[config.mk]
export PLATFORM = sky130hd
export DESIGN_NAME = button_conditioner
export DESIGN_NICKNAME = d
export VERILOG_FILES = /design/src/rtl/button_conditioner.sv
export SDC_FILE = /design/constraint.sdc
export NUM_CORES = 1
export LEC_CHECK = 0
export CAP_MARGIN = 20
export CORE_UTILIZATION = 50
export DETAILED_ROUTE_END_ITERATION = 8
export PLACE_DENSITY = 0.78
export SLEW_MARGIN = 20
export SYNTH_ARGS = -nofsm -noshare
export SYNTH_HDL_FRONTEND = slang
export SYNTH_SLANG_ARGS = --single-unit
[constraint.sdc]
create_clock -name clk -period 2.6 [get_ports clk]
set_input_delay 0.52 -clock clk [delete_from_list [all_inputs] [get_ports clk]]
set_output_delay 0.52 -clock clk [all_outputs]
set_load 0.02 [all_outputs]
[src/rtl/button_conditioner.sv]
// button_conditioner
// Conditions the raw player buttons for the game logic. Each channel is
// synchronised through two flops, debounced with a stability counter and
// turned into a clean level plus one-cycle press/release pulses.
// Build option: define AUTO_REPEAT_EN to add per-channel auto-repeat press
// pulses while a button stays held. Without it, each debounced press gives
// exactly one press pulse.
module button_conditioner #(
    parameter int NUM_BTN         = 4,
    parameter int DEBOUNCE_CYCLES = 500000,
    parameter int BTN_ACTIVE_LOW  = 0,
    parameter int REPEAT_DELAY    = 25000000,
    parameter int REPEAT_PERIOD   = 5000000
) (
    input  logic               clk,
    input  logic               reset,
    input  logic [NUM_BTN-1:0] btn_raw,
    output logic [NUM_BTN-1:0] btn_level,
    output logic [NUM_BTN-1:0] btn_press,
    output logic [NUM_BTN-1:0] btn_release,
    output logic               any_press
);

    localparam int CNT_W = (DEBOUNCE_CYCLES > 2) ? $clog2(DEBOUNCE_CYCLES) : 1;
    localparam logic [CNT_W-1:0] DB_MAX  = CNT_W'(DEBOUNCE_CYCLES - 1);
    localparam logic [CNT_W-1:0] CNT_ONE = CNT_W'(1);

    // Reject configurations the counters cannot represent.
    if (DEBOUNCE_CYCLES < 2 || REPEAT_DELAY < 1 || REPEAT_PERIOD < 1) begin : g_bad_cfg
        $error("button_conditioner: invalid debounce/repeat configuration");
    end

    // Polarity is normalised before the synchroniser so everything after it
    // sees 1 = pressed; reset therefore loads 0 (the inactive level).
    logic [NUM_BTN-1:0] w_raw_pol;
    assign w_raw_pol = (BTN_ACTIVE_LOW != 0) ? ~btn_raw : btn_raw;

    logic [NUM_BTN-1:0] r_s1;
    logic [NUM_BTN-1:0] r_s2;
    logic [NUM_BTN-1:0] r_level;
    logic [NUM_BTN-1:0] r_press;
    logic [NUM_BTN-1:0] r_release;
    logic [CNT_W-1:0]   r_cnt [NUM_BTN];
    logic [NUM_BTN-1:0] w_accept;
    logic [NUM_BTN-1:0] w_repeat;

    // Two-flop synchroniser per channel.
    always_ff @(posedge clk or negedge reset) begin
        if (!reset) begin
            r_s1 <= {NUM_BTN{1'b0}};
            r_s2 <= {NUM_BTN{1'b0}};
        end else begin
            r_s1 <= w_raw_pol;
            r_s2 <= r_s1;
        end
    end

    // A channel accepts its synced value once it has differed from the level
    // for DEBOUNCE_CYCLES consecutive samples.
    always_comb begin
        w_accept = {NUM_BTN{1'b0}};
        for (int i = 0; i < NUM_BTN; i++) begin
            w_accept[i] = (r_s2[i] != r_level[i]) && (r_cnt[i] == DB_MAX);
        end
    end

    // Stability counters and debounced level.
    always_ff @(posedge clk or negedge reset) begin
        if (!reset) begin
            r_level <= {NUM_BTN{1'b0}};
            for (int i = 0; i < NUM_BTN; i++) begin
                r_cnt[i] <= {CNT_W{1'b0}};
            end
        end else begin
            r_level <= r_level ^ w_accept;
            for (int i = 0; i < NUM_BTN; i++) begin
                if (r_s2[i] == r_level[i]) begin
                    r_cnt[i] <= {CNT_W{1'b0}};
                end else if (w_accept[i]) begin
                    r_cnt[i] <= {CNT_W{1'b0}};
                end else begin
                    r_cnt[i] <= r_cnt[i] + CNT_ONE;
                end
            end
        end
    end

`ifdef AUTO_REPEAT_EN
    localparam int REP_MAX = (REPEAT_DELAY > REPEAT_PERIOD) ? REPEAT_DELAY : REPEAT_PERIOD;
    localparam int REP_W   = (REP_MAX > 2) ? $clog2(REP_MAX) : 1;
    localparam logic [REP_W-1:0] DLY_LAST = REP_W'(REPEAT_DELAY - 1);
    localparam logic [REP_W-1:0] PER_LAST = REP_W'(REPEAT_PERIOD - 1);
    localparam logic [REP_W-1:0] REP_ONE  = REP_W'(1);

    // r_rep_cnt counts cycles since the last press pulse; r_rep_phase selects
    // the initial delay (0) or the steady repeat period (1).
    logic [REP_W-1:0]   r_rep_cnt [NUM_BTN];
    logic [NUM_BTN-1:0] r_rep_phase;

    // Repeat fires only while held and never on an edge where the level changes,
    // so a release cycle can never carry a repeat pulse.
    always_comb begin
        w_repeat = {NUM_BTN{1'b0}};
        for (int i = 0; i < NUM_BTN; i++) begin
            if (r_level[i] && !w_accept[i]) begin
                w_repeat[i] = (r_rep_cnt[i] == (r_rep_phase[i] ? PER_LAST : DLY_LAST));
            end else begin
                w_repeat[i] = 1'b0;
            end
        end
    end

    // Repeat timers: cleared while released and on every press pulse.
    always_ff @(posedge clk or negedge reset) begin
        if (!reset) begin
            r_rep_phase <= {NUM_BTN{1'b0}};
            for (int i = 0; i < NUM_BTN; i++) begin
                r_rep_cnt[i] <= {REP_W{1'b0}};
            end
        end else begin
            for (int i = 0; i < NUM_BTN; i++) begin
                if (!r_level[i] || w_accept[i]) begin
                    r_rep_cnt[i]   <= {REP_W{1'b0}};
                    r_rep_phase[i] <= 1'b0;
                end else if (w_repeat[i]) begin
                    r_rep_cnt[i]   <= {REP_W{1'b0}};
                    r_rep_phase[i] <= 1'b1;
                end else begin
                    r_rep_cnt[i]   <= r_rep_cnt[i] + REP_ONE;
                end
            end
        end
    end
`else
    assign w_repeat = {NUM_BTN{1'b0}};
`endif

    // Registered edge pulses, aligned with the cycle the new level is visible.
    always_ff @(posedge clk or negedge reset) begin
        if (!reset) begin
            r_press   <= {NUM_BTN{1'b0}};
            r_release <= {NUM_BTN{1'b0}};
        end else begin
            r_press   <= (w_accept & r_s2) | w_repeat;
            r_release <= w_accept & ~r_s2;
        end
    end

    assign btn_level   = r_level;
    assign btn_press   = r_press;
    assign btn_release = r_release;
    assign any_press   = |r_press;

endmodule
==> metrics.yaml <==
internal_power_mw: 2.02
critPathMaxFanout: 2
cts_buffers: 9
power_frac_comb_pct: 3.6
cts_buffer_depth: 2
final_cell_mix: "96 x dfrtp_1, 73 x nor2_1, 44 x xnor2_1"
ctsHoldBuffers: 0
cp_cell_sequence: "or4_1 > clkdlybuf4s50_1"
dr.pass1.iters: 4
row_count: 34
gr-total-overflow: 0
dp_hpwl_um: 5960
critPathRequiredTime_ns: 2.08
switchingPower_uw: 599
dp_cells: 564
p_leak_nw: 1.98
slowest_stage: "clkdlybuf4s50_1"
antenna_found_initial: 0
pin_count: 19
syn_area_per_cell_um2: 10.3
port_buffers: 18
slew_violations: 0
cts_setup_buffers: 0
core-area_mm2: 0.00876
synthCells: 440
tightest_slew_ns: 0.550
cts_resized: 0
die_x_um: 97.3
drive_gt1_share_pct: 7.42
cts_sinks: 96
clkPwrFrac_pct: 37.6
synth_top_cell_by_area: "dfrtp_1"
htree_levels: 3
finalHoldViolCount: 0
n_antenna_cell: 0
critPathCaptureType: "primary output"
critical_path_class: "reg -> out"
via_count: 3304
syn_nets: 450
fin_setup_tns_ns: 0
power_frac_seq_pct: 58.8
die-area_mm2: 0.00948
place_congestion: 0.859
rsz0062_at_grt: "no"
avgViaCountPerCell: 5.70
start_util_pct: 51.9
yosysUniqueCellTypes: 44
clock.fmax_mhz: 430
grt_pass1_wl_um: 15400
grt_pass1_vias: 3279
dpl_cell_area_mm2: 0.00488
ys_warn_count: 0
die_h_um: 97.3
setup_violations: 0
period_share_pct: 89.5
synth_top_area_share_pct: 52.8
finalInstanceArea_mm2: 0.00508
relSlewSlack_pct: 63.2
ys_ff_latch: 96
status: "finished clean"
wl_per_cell_um: 14.9
cp_top_family: "buffers and inverters"
cp-start-kind: "flip-flop"
netSwitchingFraction_pct: 22.9
clk_latency_ns: 0.36
finalCriticalPeriod_ns: 2.33
initialDrtViolationCount: 156
instances_no_fill: 580
grt_usage_pct: 20.2
arrival_ns: 1.81
drt_wl_total_um: 8630
nNetsFinal: 477
ys_seq_area_share_pct: 52.8
grt_max_degree: 59
root_buffer: "clkbuf_8"
vdd_ir_drop_max_uv: 322
clock-skew-final_ns: 0.00976
syn_area_mm2: 0.00455
synth.area.top_cells: "dfrtp_1 53%, xnor2_1 8.5%, nor2_1 6.0%"
drtAntennaViolNets: 0
cp.buffers_inverters: 1
cts_tree: "yes"
powerDensity_mw_per_mm2: 515
final.fill_count: 743
syn_to_final_growth_pct: 11.7
clkTransAtPathRegs_ns: 0.09
cpPeakStageDelay_ns: 0.55
holdCritPathClass: "in -> async"
layout_commonest_cell: "dfrtp_1"
cap_violations: 0
remaining_drc_errors: 0
logic make-up after synthesis:
| family | share of synthesized area (%) |
|---|---|
| compound gates | 3.58 |
| xor+xnor | 11.9 |
| fa+ha+maj | 1.10 |
| buf+inv | 1.82 |
| flops | 52.8 |
| mux | 1.29 |
| simple gates | 27.4 |
flip-flops by register name, indices dropped and copies added, names as in the netlist, named ones only:
signal	cells
r_cnt	76
btn_press	4
btn_release	4
r_s1	4
r_s2	4
worst reg2reg max path, delay by kind of cell (launching register included):
kind	cells	cell delay [ns]
fa+ha+maj	1	0.23
flops	1	0.42
compound gates	1	0.69
buf+inv	1	0.26
simple gates	2	0.44
metrics by stage:
step / utilization (%) / total power [mW] / hold WS [ns] / worst slack, ns
final: 57.9 / 2.62 / 0.127 / 0.273
after global routing: 57.9 / 2.71 / 0.155 / 0.212
after CTS: 57.9 / 2.64 / 0.137 / 0.260
after detailed placement: 55.7 / 1.67 / 0.336 / 0.506
after global placement: 55.7 / 1.66 / 0.333 / 0.582
after floorplan: - / 1.61 / 0.224 / 0.674
Yosys cell counts (all sizes together):
library cell and instances:
a21oi 9, a31o 1, and2 2, and3 7, and4 4, and4b 1, buf 6, clkbuf 2
dfrtp 96, ha 4, inv 12, mux2 4, mux2i 1, nand2 23, nand3 24, nand3b 2
nand4 29, nand4bb 2, nor2 73, nor3 17, nor3b 9, nor4 16, nor4b 5, nor4bb 1
o21ai 6, o21bai 1, o221ai 1, o31ai 4, o41ai 1, or2 3, or3 5, or4 7
xnor2 44, xor2 18
power groups by stage:
| stage | Clock, mW | Combinational (mW) | Sequential [mW] |
|---|---|---|---|
| final | 0.983 | 0.0954 | 1.54 |
| after global routing | 1.05 | 0.111 | 1.54 |
| after CTS | 1.01 | 0.0993 | 1.54 |
| after detailed placement | 0 | 0.0981 | 1.57 |
| after global placement | 0 | 0.0978 | 1.56 |
| after floorplan | 0 | 0.0449 | 1.56 |
final cells by class:
cell class / count / area [µm²] / share of cell area (%)
Sequential cell: 96 / 2400 / 47.3
Clock inverter: 5 / 56.3 / 1.11
Tap cell: 108 / 135 / 2.66
Timing Repair Buffer: 24 / 235 / 4.63
Multi-Input combinational cell: 324 / 2060 / 40.6
Clock buffer: 11 / 141 / 2.79
Inverter: 12 / 45.0 / 0.887
path summary, 6_finish.rpt:
kind | startpoint | endpoint | slack (ns) | cells after the start
max | btn_press[1] | any_press | 0.27 | 2
min | reset | r_cnt[32] | 0.13 | 1
max reg2reg | r_cnt[57] | r_cnt[63] | 0.46 | 5
min reg2reg | r_s1[3] | r_s2[3] | 0.36 | 0
max in group asynchronous | reset | r_cnt[73] | 1.82 | 2
min in group clk | r_s1[3] | r_s2[3] | 0.36 | 0
layer usage:
metal	vias up	global-route usage, %	share of wire, %
met4	0	9.05	1.9
met1	1595	28.5	48
met3	14	2.73	3.7
met2	85	31.3	46
met5	-	0	0
li1	1610	-	-
Note: power is estimated with default switching activity, not from simulation.
